`config.mk`:
```
export PLATFORM = sky130hd
export DESIGN_NAME = rx_link_mon
export DESIGN_NICKNAME = d
export VERILOG_FILES = /design/src/rtl/rx_link_pkg.sv /design/src/rtl/rx_link_chan.sv /design/src/rtl/rx_link_mon.sv
export SDC_FILE = /design/constraint.sdc
export NUM_CORES = 1
export LEC_CHECK = 0
export CAP_MARGIN = 15
export CELL_PAD_IN_SITES_DETAIL_PLACEMENT = 1
export CELL_PAD_IN_SITES_GLOBAL_PLACEMENT = 2
export CORE_MARGIN = 2
export CORE_UTILIZATION = 35
export DETAILED_ROUTE_END_ITERATION = 8
export PLACE_DENSITY = 0.75
export REMOVE_ABC_BUFFERS = 1
export SYNTH_ARGS = -nofsm -noshare
export SYNTH_HDL_FRONTEND = slang
export SYNTH_SLANG_ARGS = --single-unit
```
`constraint.sdc`:
```
create_clock -name sys_clk -period 2.25 [get_ports sys_clk]
set_input_delay 0.225 -clock sys_clk [delete_from_list [all_inputs] [get_ports sys_clk]]
set_output_delay 0.225 -clock sys_clk [all_outputs]
set_load 0.005 [all_outputs]
```
`src/rtl/rx_link_pkg.sv`:
```
// Shared definitions for the receive link monitor: channel FSM states,
// counter-select codes and the bit order within each {err,ok} CRC pair.
package rx_link_pkg;

   typedef enum logic [1:0] {
      ST_IDLE     = 2'd0,
      ST_RECV     = 2'd1,
      ST_CRC_WAIT = 2'd2
   } chan_state_t;

   localparam int NUM_CNT = 4;

   localparam logic [1:0] SEL_OK      = 2'd0;
   localparam logic [1:0] SEL_CRC_ERR = 2'd1;
   localparam logic [1:0] SEL_TIMEOUT = 2'd2;
   localparam logic [1:0] SEL_ABORT   = 2'd3;

   localparam int CRC_OK_BIT  = 0;
   localparam int CRC_ERR_BIT = 1;

endpackage

```
`src/rtl/rx_link_chan.sv`:
```
// One receive channel: frame FSM with watchdog timer and four saturating
// statistics counters (ok, crc_err, timeout, abort).
module rx_link_chan
   import rx_link_pkg::*;
#(
   parameter int CNT_W        = 16,
   parameter int TMO_W        = 16,
   parameter int TMO_CYC      = 4000,
   parameter int CRC_WAIT_CYC = 8
) (
   input  logic                            sys_clk,
   input  logic                            rst,
   input  logic                            start_evt,
   input  logic                            done_evt,
   input  logic                            crc_ok_evt,
   input  logic                            crc_err_evt,
   input  logic                            cnt_clr,
   output logic                            busy,
   output logic                            timeout,
   output logic [NUM_CNT-1:0][CNT_W-1:0]   cnt
);

   localparam logic [TMO_W-1:0] RECV_LAST = TMO_W'(TMO_CYC - 1);
   localparam logic [TMO_W-1:0] WAIT_LAST = TMO_W'(CRC_WAIT_CYC - 1);

   chan_state_t        state_q;
   logic [TMO_W-1:0]   timer_q;
   logic [NUM_CNT-1:0] inc;
   logic               crc_evt;
   logic [1:0]         crc_sel;

   assign crc_evt = crc_ok_evt | crc_err_evt;
   // Both CRC bits together count as an error.
   assign crc_sel = (crc_ok_evt && !crc_err_evt) ? SEL_OK : SEL_CRC_ERR;
   assign busy    = (state_q != ST_IDLE);

   // Counter increments, with start taking priority over done/CRC over expiry.
   always_comb begin
      // NOTE: every always_comb output gets a default first so no path infers a latch.
      inc = '0;
      case (state_q)
         ST_RECV: begin
            if (start_evt)                           inc[SEL_ABORT]   = 1'b1;
            else if (done_evt && crc_evt)            inc[crc_sel]     = 1'b1;
            else if (!done_evt && timer_q == RECV_LAST) inc[SEL_TIMEOUT] = 1'b1;
         end
         ST_CRC_WAIT: begin
            if (start_evt)                           inc[SEL_ABORT]   = 1'b1;
            else if (crc_evt)                        inc[crc_sel]     = 1'b1;
            else if (timer_q == WAIT_LAST)           inc[SEL_TIMEOUT] = 1'b1;
         end
         default: ;
      endcase
   end

   always_ff @(posedge sys_clk) begin
      // NOTE: sequential state uses non-blocking assignments so every flop samples pre-edge values.
      if (rst) begin
         state_q <= ST_IDLE;
         timer_q <= '0;
         timeout <= 1'b0;
      end else begin
         timeout <= inc[SEL_TIMEOUT];
         timer_q <= timer_q + 1'b1;
         case (state_q)
            ST_IDLE: begin
               timer_q <= '0;
               if (start_evt) state_q <= ST_RECV;
            end
            ST_RECV: begin
               if (start_evt) begin
                  timer_q <= '0;
               end else if (done_evt) begin
                  timer_q <= '0;
                  state_q <= crc_evt ? ST_IDLE : ST_CRC_WAIT;
               end else if (inc[SEL_TIMEOUT]) begin
                  state_q <= ST_IDLE;
               end
            end
            ST_CRC_WAIT: begin
               if (start_evt) begin
                  timer_q <= '0;
                  state_q <= ST_RECV;
               end else if (crc_evt || inc[SEL_TIMEOUT]) begin
                  state_q <= ST_IDLE;
               end
            end
            default: state_q <= ST_IDLE;
         endcase
      end
   end

   always_ff @(posedge sys_clk) begin
      if (rst || cnt_clr) begin
         cnt <= '0;
      end else begin
         for (int i = 0; i < NUM_CNT; i++)
            if (inc[i] && cnt[i] != '1) cnt[i] <= cnt[i] + 1'b1;
      end
   end

endmodule

```
`src/rtl/rx_link_mon.sv`:
```
// Receive link monitor: synchronises stretched per-channel level inputs into
// one-cycle event pulses and feeds per-channel frame FSMs with a counter read port.
module rx_link_mon
   import rx_link_pkg::*;
#(
   parameter int CH_NUM       = 2,
   parameter int SYNC_STAGES  = 2,
   parameter int CNT_W        = 16,
   parameter int TMO_W        = 16,
   parameter int TMO_CYC      = 4000,
   parameter int CRC_WAIT_CYC = 8
) (
   input  logic                  sys_clk,
   input  logic                  rst,
   input  logic [CH_NUM-1:0]     rx_start_lvl,
   input  logic [CH_NUM-1:0]     rx_done_lvl,
   input  logic [2*CH_NUM-1:0]   rx_crc_lvl,
   input  logic                  cnt_clr,
   input  logic                  cnt_rd_en,
   input  logic [2:0]            cnt_rd_ch,
   input  logic [1:0]            cnt_rd_sel,
   output logic [CNT_W-1:0]      cnt_rd_data,
   output logic [CH_NUM-1:0]     o_rx_start,
   output logic [CH_NUM-1:0]     o_rx_done,
   output logic [2*CH_NUM-1:0]   o_rx_crc_rslt,
   output logic [CH_NUM-1:0]     o_rx_timeout,
   output logic [CH_NUM-1:0]     o_busy
);

   localparam int NB     = 4 * CH_NUM;
   localparam int SETTLE = SYNC_STAGES + 2;

   logic [NB-1:0]                             lvl;
   logic [SYNC_STAGES-1:0][NB-1:0]            sync_q;
   logic [NB-1:0]                             det_q, det_d, evt, evt_q;
   logic [2:0]                                settle_q;
   logic                                      settled;
   logic [CH_NUM-1:0][NUM_CNT-1:0][CNT_W-1:0] cnt_all;
   logic [CNT_W-1:0]                          rd_mux;

   assign lvl     = {rx_crc_lvl, rx_done_lvl, rx_start_lvl};
   // Edges are masked until the pipeline holds only post-reset samples, so a
   // level that stayed high across reset never looks like a fresh rise.
   assign settled = (settle_q == 3'(SETTLE));
   assign evt     = settled ? (det_q & ~det_d) : '0;

   always_ff @(posedge sys_clk) begin
      if (rst) begin
         sync_q   <= '0;
         det_q    <= '0;
         det_d    <= '0;
         evt_q    <= '0;
         settle_q <= '0;
      end else begin
         sync_q[0] <= lvl;
         for (int s = 1; s < SYNC_STAGES; s++) sync_q[s] <= sync_q[s-1];
         det_q <= sync_q[SYNC_STAGES-1];
         det_d <= det_q;
         evt_q <= evt;
         if (!settled) settle_q <= settle_q + 3'd1;
      end
   end

   assign o_rx_start    = evt_q[CH_NUM-1:0];
   assign o_rx_done     = evt_q[2*CH_NUM-1:CH_NUM];
   assign o_rx_crc_rslt = evt_q[NB-1:2*CH_NUM];

   for (genvar c = 0; c < CH_NUM; c++) begin : g_chan
      rx_link_chan #(
         .CNT_W        (CNT_W),
         .TMO_W        (TMO_W),
         .TMO_CYC      (TMO_CYC),
         .CRC_WAIT_CYC (CRC_WAIT_CYC)
      ) u_chan (
         .sys_clk     (sys_clk),
         .rst         (rst),
         .start_evt   (evt[c]),
         .done_evt    (evt[CH_NUM+c]),
         .crc_ok_evt  (evt[2*CH_NUM+2*c+CRC_OK_BIT]),
         .crc_err_evt (evt[2*CH_NUM+2*c+CRC_ERR_BIT]),
         .cnt_clr     (cnt_clr),
         .busy        (o_busy[c]),
         .timeout     (o_rx_timeout[c]),
         .cnt         (cnt_all[c])
      );
   end

   always_comb begin
      rd_mux = '0;
      for (int c = 0; c < CH_NUM; c++)
         if (cnt_rd_ch == 3'(c)) rd_mux = cnt_all[c][cnt_rd_sel];
   end

   always_ff @(posedge sys_clk) begin
      if (rst)            cnt_rd_data <= '0;
      else if (cnt_rd_en) cnt_rd_data <= rd_mux;
   end

endmodule
```
==> results of run 1 <==
==> per-layer routing <==
layer	GRT usage	part of all wire
met5	0	0
met4	0.0481	0.023
met3	0.0223	0.031
met2	0.299	0.45
met1	0.266	0.49
==> Yosys cell counts (all sizes together), types with 14 or more instances <==
cell / n / share of area
nor2: 182 / 0.064
a21oi: 41 / 0.019
nor4: 16 / 0.015
nor3: 29 / 0.015
nor2b: 34 / 0.020
dfxtp: 225 / 0.42
nand4: 30 / 0.018
nand2b: 14 / 0.0082
inv: 35 / 0.012
xnor2: 50 / 0.041
and3: 24 / 0.014
mux2i: 14 / 0.013
clkbuf: 36 / 0.013
ha: 20 / 0.023
o21ai: 23 / 0.011
or3: 25 / 0.015
nand3: 68 / 0.032
xor2: 57 / 0.047
a22oi: 16 / 0.011
a211oi: 18 / 0.013
mux4: 32 / 0.067
nand2: 61 / 0.021
==> cells by family after synthesis <==
family          Yosys count  synth area share
mux                      47            0.0816
xor+xnor                107            0.0877
flops                   225             0.422
compound gates          145            0.0942
simple gates            532             0.259
buf+inv                  84            0.0322
fa+ha+maj                20            0.0234
==> power by group through the flow <==
stage	Clock (mW)	Sequential (mW)	Combinational, mW
CTS	4.48	4.06	0.482
detailed placement	0	4.15	0.480
floorplan	0	4.15	0.211
global placement	0	4.15	0.473
global route	4.63	4.07	0.544
finish	4.35	4.06	0.489
==> timing repair <==
item,CTS,global route
setup buffers,0,6
gates resized for setup,1,22
pin swaps,0,7
setup endpoints to repair,2,63
==> area by class of cell <==
class                   instances  area (sq um)  share of cell area
clock buffers                  35           756              0.0578
clock inverters                 8           115             0.00880
inverters                      35           131              0.0100
multi-input cells             851          5920               0.453
flip-flops and latches        225          4510               0.345
well taps                     390           488              0.0373
repair buffers                134          1160              0.0887
==> cells in the final DEF (no fill, tap or decap), types with 18 or more instances in the layout <==
master and count:
dfxtp_1 224, nor2_1 181, buf_4 85, nand3_1 67
nand2_1 60, xor2_1 57, xnor2_1 50, clkdlybuf4s50_1 42
a21oi_1 40, inv_1 34, nor2b_1 34, mux4_2 32
nand4_1 30, clkbuf_16 27, nor3_1 26, or3_1 24
and3_1 22, o21ai_0 21, a211oi_1 18
==> state kept, by name, summed over array words and instances, names as in the netlist <==
name / cells
settle_q: 3
g_chan.u_chan.state_q: 4
det_d: 8
det_q: 8
sync_q: 16
cnt_rd_data: 16
g_chan.u_chan.timeout: 2
evt_q: 8
g_chan.u_chan.timer_q: 32
g_chan.u_chan.cnt: 128
==> per-stage QoR <==
step,instances,TNS [ns],worst slack (ns),area (sq um),power (mW)
4_1_cts,1672,0,0.0199,13000,9.03
5_1_grt,1678,-0.00838,-0.00693,13100,9.24
2_1_floorplan,1111,-0.329,-0.0588,10500,4.36
3_5_place_dp,1629,-0.0550,-0.0297,12100,4.63
3_3_place_gp,1629,0,0.0547,12100,4.62
6_report,1678,0,0.0656,13100,8.90
==> how the worst min path moves through the flow <==
stage,start,end,slack [ns],cells past startpoint
after floorplan,rst,settle_q[1],0.29,1
after global placement,sync_q[4],sync_q[12],0.42,1
after detailed placement,sync_q[15],det_q[7],0.43,1
after CTS,rst,det_d[7],0.009,2
after global routing,rst,det_q[7],0.04,2
final,rst,det_q[3],0.02,2
==> worst max-delay path, stage by stage (launching register included) <==
cell	delay, ns
dfxtp_1	0.33
ha_2	0.18
and4bb_2	0.27
and3_4	0.20
a32oi_4	0.11
or3_4	0.43
buf_6	0.15
buf_4	0.13
o31ai_2	0.17
a21oi_1	0.09
==> impl_metrics.csv, run 1 <==
group,metric,value,unit
outcome,outcome,"finished, final reports clean",
synth,yosysSeqAreaShare,0.422,
floorplanning,die_h,179,um
floorplanning,dieArea,31900,sq um
placed_design,hpwlAfterDp,21300,um
sta,max_freq,458,MHz
pwr,irDropWorstVdd,0.000495,V
sta,slew_viol_final,0,
sta,finalSetupViolCount,0,
route,routed_wl,29100,um
placed_design,numPortBuffers,44,
sta,worst_slew_pin_slew,0.524,ns
clocking,hold_buffers,0,
sta,finalCritPeriodShare,0.971,
sta,hold_violations,0,
critical_path,endpoint_kind,"register",
floorplanning,rows,63,
critical_path,r2r_slack,0.07,ns
critical_path,cp-start-kind,"register",
clocking,cts_tree,"yes",
route,post_drt_wl_per_cell,17.4,um
pwr,seq_power_share,0.457,
route,via_per_inst,5.19,
critical_path,crit_arrival,2.59,ns
route,drt_iter0_markers,380,
clocking,cts.path.max_buffers,3,
critical_path,worstSetupPathType,"register to register",
final_layout,area_delta_synth_final,22.4,%
synth,synthesis.area,10700,sq um
critical_path,crit_end,"g_chan[0].u_chan.cnt[37]",
critical_path,worst_ep_required_time,2.65,ns
route,vias,8703,
critical_path,reg2reg_depth,9,
clocking,cts.sinks,225,
grt,antenna_found_initial,0,
route,ant_nets,0,
synth,synth_ff_type,"dfxtp_1",
synth,synth_async_sr_flop_share,0,
synth,synth_edf_count,0,
grt,grt_usage,0.186,
final_layout,layout-drive-gt1-share,0.161,
pwr,pwr-share-comb,0.055,
synth,synthCells,1160,
clocking,cts_inserted_buffers,26,
clocking,cts-root-buf,"clkbuf_16",
grt,grt_max_degree,57,
sta,hold_slack,0.0234,ns
clocking,clkSlewWorstSetupHoldPaths,0.06,ns
critical_path,startpoint,"g_chan[0].u_chan.timer_q[0]",
placed_design,gp_congestion,0.786,
synth,yosys_warnings,0,
sta,relSlewSlack,0.649,
flow_run,drv_cap,0,
pwr,power_switching,1.97,mW
floorplanning,dieWidth,179,um
route,drc,0,
critical_path,timing.rr.end,"g_chan[0].u_chan.cnt[37]",
pwr,pwr-share-clk,0.489,
synth,syn_area_per_cell,9.21,sq um
synth,yosysUniqueCellTypes,66,
sta,clock_skew,0.00998,ns
hold_path,min_path_type,"input pin to register",
clocking,cts_max_level,1,
synth,synth_seq_cells,225,
final_layout,antenna_cells,0,
clocking,clock_latency,0.53,ns
critical_path,crit_fanout,8,
floorplanning,core,29900,sq um
pwr,pwr_density_cell,681,nW/um^2
grt,grt_pass1_wl,47600,um
critical_path,rr_startpoint,"g_chan[0].u_chan.timer_q[0]",
final_layout,final_core_util,0.438,
grt,grt_pass1_vias,8807,
floorplanning,io_pins,45,
final_layout,nets,1310,
floorplanning,start_util,0.358,
grt,overflow,0,
pwr,p_leak,4.44,nW
pwr,power.internal,6.93,mW
final_layout,num-fill-cells,3421,
pwr,netSwitchingFraction,0.221,
route,firstDrtPassIters,4,
sta,period_minus_slack,2.18,ns
Note: power is estimated with default switching activity, not from simulation.
==> inputs of run 2 (changes only) <==
--- a/config.mk
+++ b/config.mk
@@ -8,10 +8,9 @@
 export CAP_MARGIN = 15
 export CELL_PAD_IN_SITES_DETAIL_PLACEMENT = 1
 export CELL_PAD_IN_SITES_GLOBAL_PLACEMENT = 2
-export CORE_MARGIN = 2
-export CORE_UTILIZATION = 35
+export CORE_UTILIZATION = 42
 export DETAILED_ROUTE_END_ITERATION = 8
-export PLACE_DENSITY = 0.75
+export PLACE_DENSITY = 0.84
 export REMOVE_ABC_BUFFERS = 1
 export SYNTH_ARGS = -nofsm -noshare
 export SYNTH_HDL_FRONTEND = slang
==> constraint.sdc (replaced) <==
create_clock -name sys_clk -period 2.73 [get_ports sys_clk]
set_input_delay 0.273 -clock sys_clk [delete_from_list [all_inputs] [get_ports sys_clk]]
set_output_delay 0.273 -clock sys_clk [all_outputs]
set_load 0.005 [all_outputs]
==> run 2 against run 1 <==
Clock power shrank 9.2%. Design area decreased by 4.4%. Sequential power is 17% lower. Die area down 18%. Via count fell by 1.2%. Critical path type unchanged. Wire length decreased by 3.6%. Sequential share of layout area rose by 1.6 points. Non-clock buffer count is 68 lower. Final cell count down 7.3%. Global-route usage is 3.3 points higher. Utilization rose by 6.2 points. Highest routed layer unchanged.
==> impl_metrics.csv, run 2 (synthesis results as in run 1) <==
group,metric,value,unit
sta,setup_tns,0,ns
grt,grt_pass1_wl,46200,um
floorplanning,die_h,161,um
floorplanning,core,25000,sq um
hold_path,min-delay-start,"rst",
critical_path,crit_fanout,7,
hold_path,min_path_cells,2,
sta,rsz0062_at_grt,"false",
sta,hold_violations,0,
grt,antenna_found_initial,0,
sta,finalSetupViolCount,0,
grt,top_usage_layer,"met2",
flow_run,drv_cap,0,
final_layout,final_cell_mix,"dfxtp_1, nor2_1, nand3_1",
placed_design,hpwlAfterDp,20400,um
pwr,pwr_density_cell,612,nW/um^2
grt,grt_max_degree,44,
clocking,cts_max_level,1,
pwr,power.internal,6.01,mW
final_layout,top_register,"g_chan.u_chan.cnt",
grt,grt_usage,0.220,
critical_path,worstSetupPathType,"register to register",
sta,slew_viol_final,0,
pwr,pwr-share-comb,0.046,
clocking,post_cts_buffers,0,
clocking,cts.path.max_buffers,3,
critical_path,path_buf_inv,1,
route,routed_wl,28100,um
route,firstDrtPassIters,4,
final_layout,layout-drive-gt1-share,0.102,
final_layout,largest_reg_flops,128,
critical_path,crit_chain,"inv_1 > ha_1 > and2_1 > o2111ai_1 > nor4_2 > nand4_1 > xor2_1 > nor2_1",
final_layout,num-fill-cells,2857,
critical_path,endpoint_kind,"register",
final_layout,nets,1243,
grt,met3_usage,0.0288,
floorplanning,dieWidth,161,um
sta,finalCritPeriodShare,0.900,
outcome,outcome,"finished, final reports clean",
route,vias,8595,
sta,worst_slew_pin_slew,0.842,ns
pwr,p_total,7.65,mW
placed_design,place_area,11500,sq um
clocking,clock_latency,0.53,ns
critical_path,worst_ep_required_time,3.15,ns
grt,overflow,0,
grt,grtUsageMet2,0.340,
route,drc,0,
floorplanning,dieArea,26100,sq um
critical_path,cpLargestDelayFamily,"simple AND/OR/NAND/NOR gates",
final_layout,layout_commonest_cell,"dfxtp_1",
clocking,hold_buffers,0,
pwr,p_leak,4.16,nW
sta,period_minus_slack,2.46,ns
clocking,cts_tree,"yes",
clocking,cts_inserted_buffers,27,
critical_path,cp-start-kind,"register",
critical_path,reg2reg_depth,8,
placed_design,numPortBuffers,44,
route,post_drt_wl_per_cell,18.1,um
route,drt_iter0_markers,460,
clocking,cts-root-buf,"clkbuf_16",
clocking,cts.sinks,225,
pwr,irDropWorstVdd,0.000501,V
hold_path,min_path_type,"input pin to register",
route,via_per_inst,5.53,
critical_path,startpoint,"settle_q[0]",
clocking,clkSlewWorstSetupHoldPaths,0.06,ns
clocking,ctsResizeCount,0,
sta,max_freq,407,MHz
final_layout,area_delta_synth_final,17.1,%
pwr,seq_power_share,0.438,
grt,grt_pass1_vias,8582,
critical_path,crit_arrival,2.88,ns
placed_design,gp_congestion,0.836,
floorplanning,io_pins,45,
sta,relSlewSlack,0.436,
final_layout,finalInstanceArea,12500,sq um
grt,grt_use_met1,0.314,
sta,clock_skew,0.00754,ns
pwr,netSwitchingFraction,0.214,
route,ant_nets,0,
final_layout,antenna_cells,0,
pwr,power_switching,1.64,mW
floorplanning,start_util,0.427,
critical_path,cp_slowest_cell,"nor4_2",
pwr,pwr-share-clk,0.516,
floorplanning,rows,58,
final_layout,reg_top3,"g_chan.u_chan.cnt x128, g_chan.u_chan.timer_q x32",
critical_path,rr_startpoint,"settle_q[0]",
critical_path,cp.depth,8,
critical_path,max_stage_delay,0.70,ns
## run 2: worst paths after layout
kind | end | slack [ns]
worst min register to register | sync_q[11] | 0.43
worst min-delay path | settle_q[0] | 0.24
worst max register to register | g_chan[0].u_chan.cnt[22] | 0.27
worst max-delay path | g_chan[0].u_chan.cnt[22] | 0.27
## run 2: stage by stage
| step | utilization | cells | setup WS, ns | hold WS (ns) |
|---|---|---|---|---|
| 2_1_floorplan | - | 1111 | 0.421 | 0.342 |
| 3_3_place_gp | 0.460 | 1507 | 0.360 | 0.419 |
| 3_5_place_dp | 0.460 | 1507 | 0.271 | 0.425 |
| 4_1_cts | 0.499 | 1555 | 0.238 | 0.220 |
| 5_1_grt | 0.499 | 1555 | 0.0171 | 0.255 |
| 6_report | 0.499 | 1555 | 0.272 | 0.243 |
## run 2: layout make-up
cell class / count / area [sq um] / area share
clock buffer: 39 / 781 / 0.0624
clock inverter: 9 / 195 / 0.0156
inverter: 35 / 131 / 0.0105
multi-input combinational: 851 / 5850 / 0.468
sequential: 225 / 4500 / 0.360
tap: 330 / 413 / 0.0330
timing repair buffer: 66 / 633 / 0.0506
## run 2: metal layers
| layer | vias to the layer above | wire length (um) |
|---|---|---|
| met5 | - | 0 |
| met4 | 0 | 783 |
| met3 | 46 | 1130 |
| met2 | 147 | 12500 |
| met1 | 4196 | 13700 |
| li1 | 4206 | - |
## run 2: power by group through the flow
stage                     clock network, mW  logic (mW)  registers, mW
after floorplan                           0       0.174           3.42
after global placement                    0       0.350           3.42
after detailed placement                  0       0.357           3.42
after CTS                              4.04       0.359           3.35
after global routing                   4.17       0.394           3.35
final                                  3.95       0.355           3.35
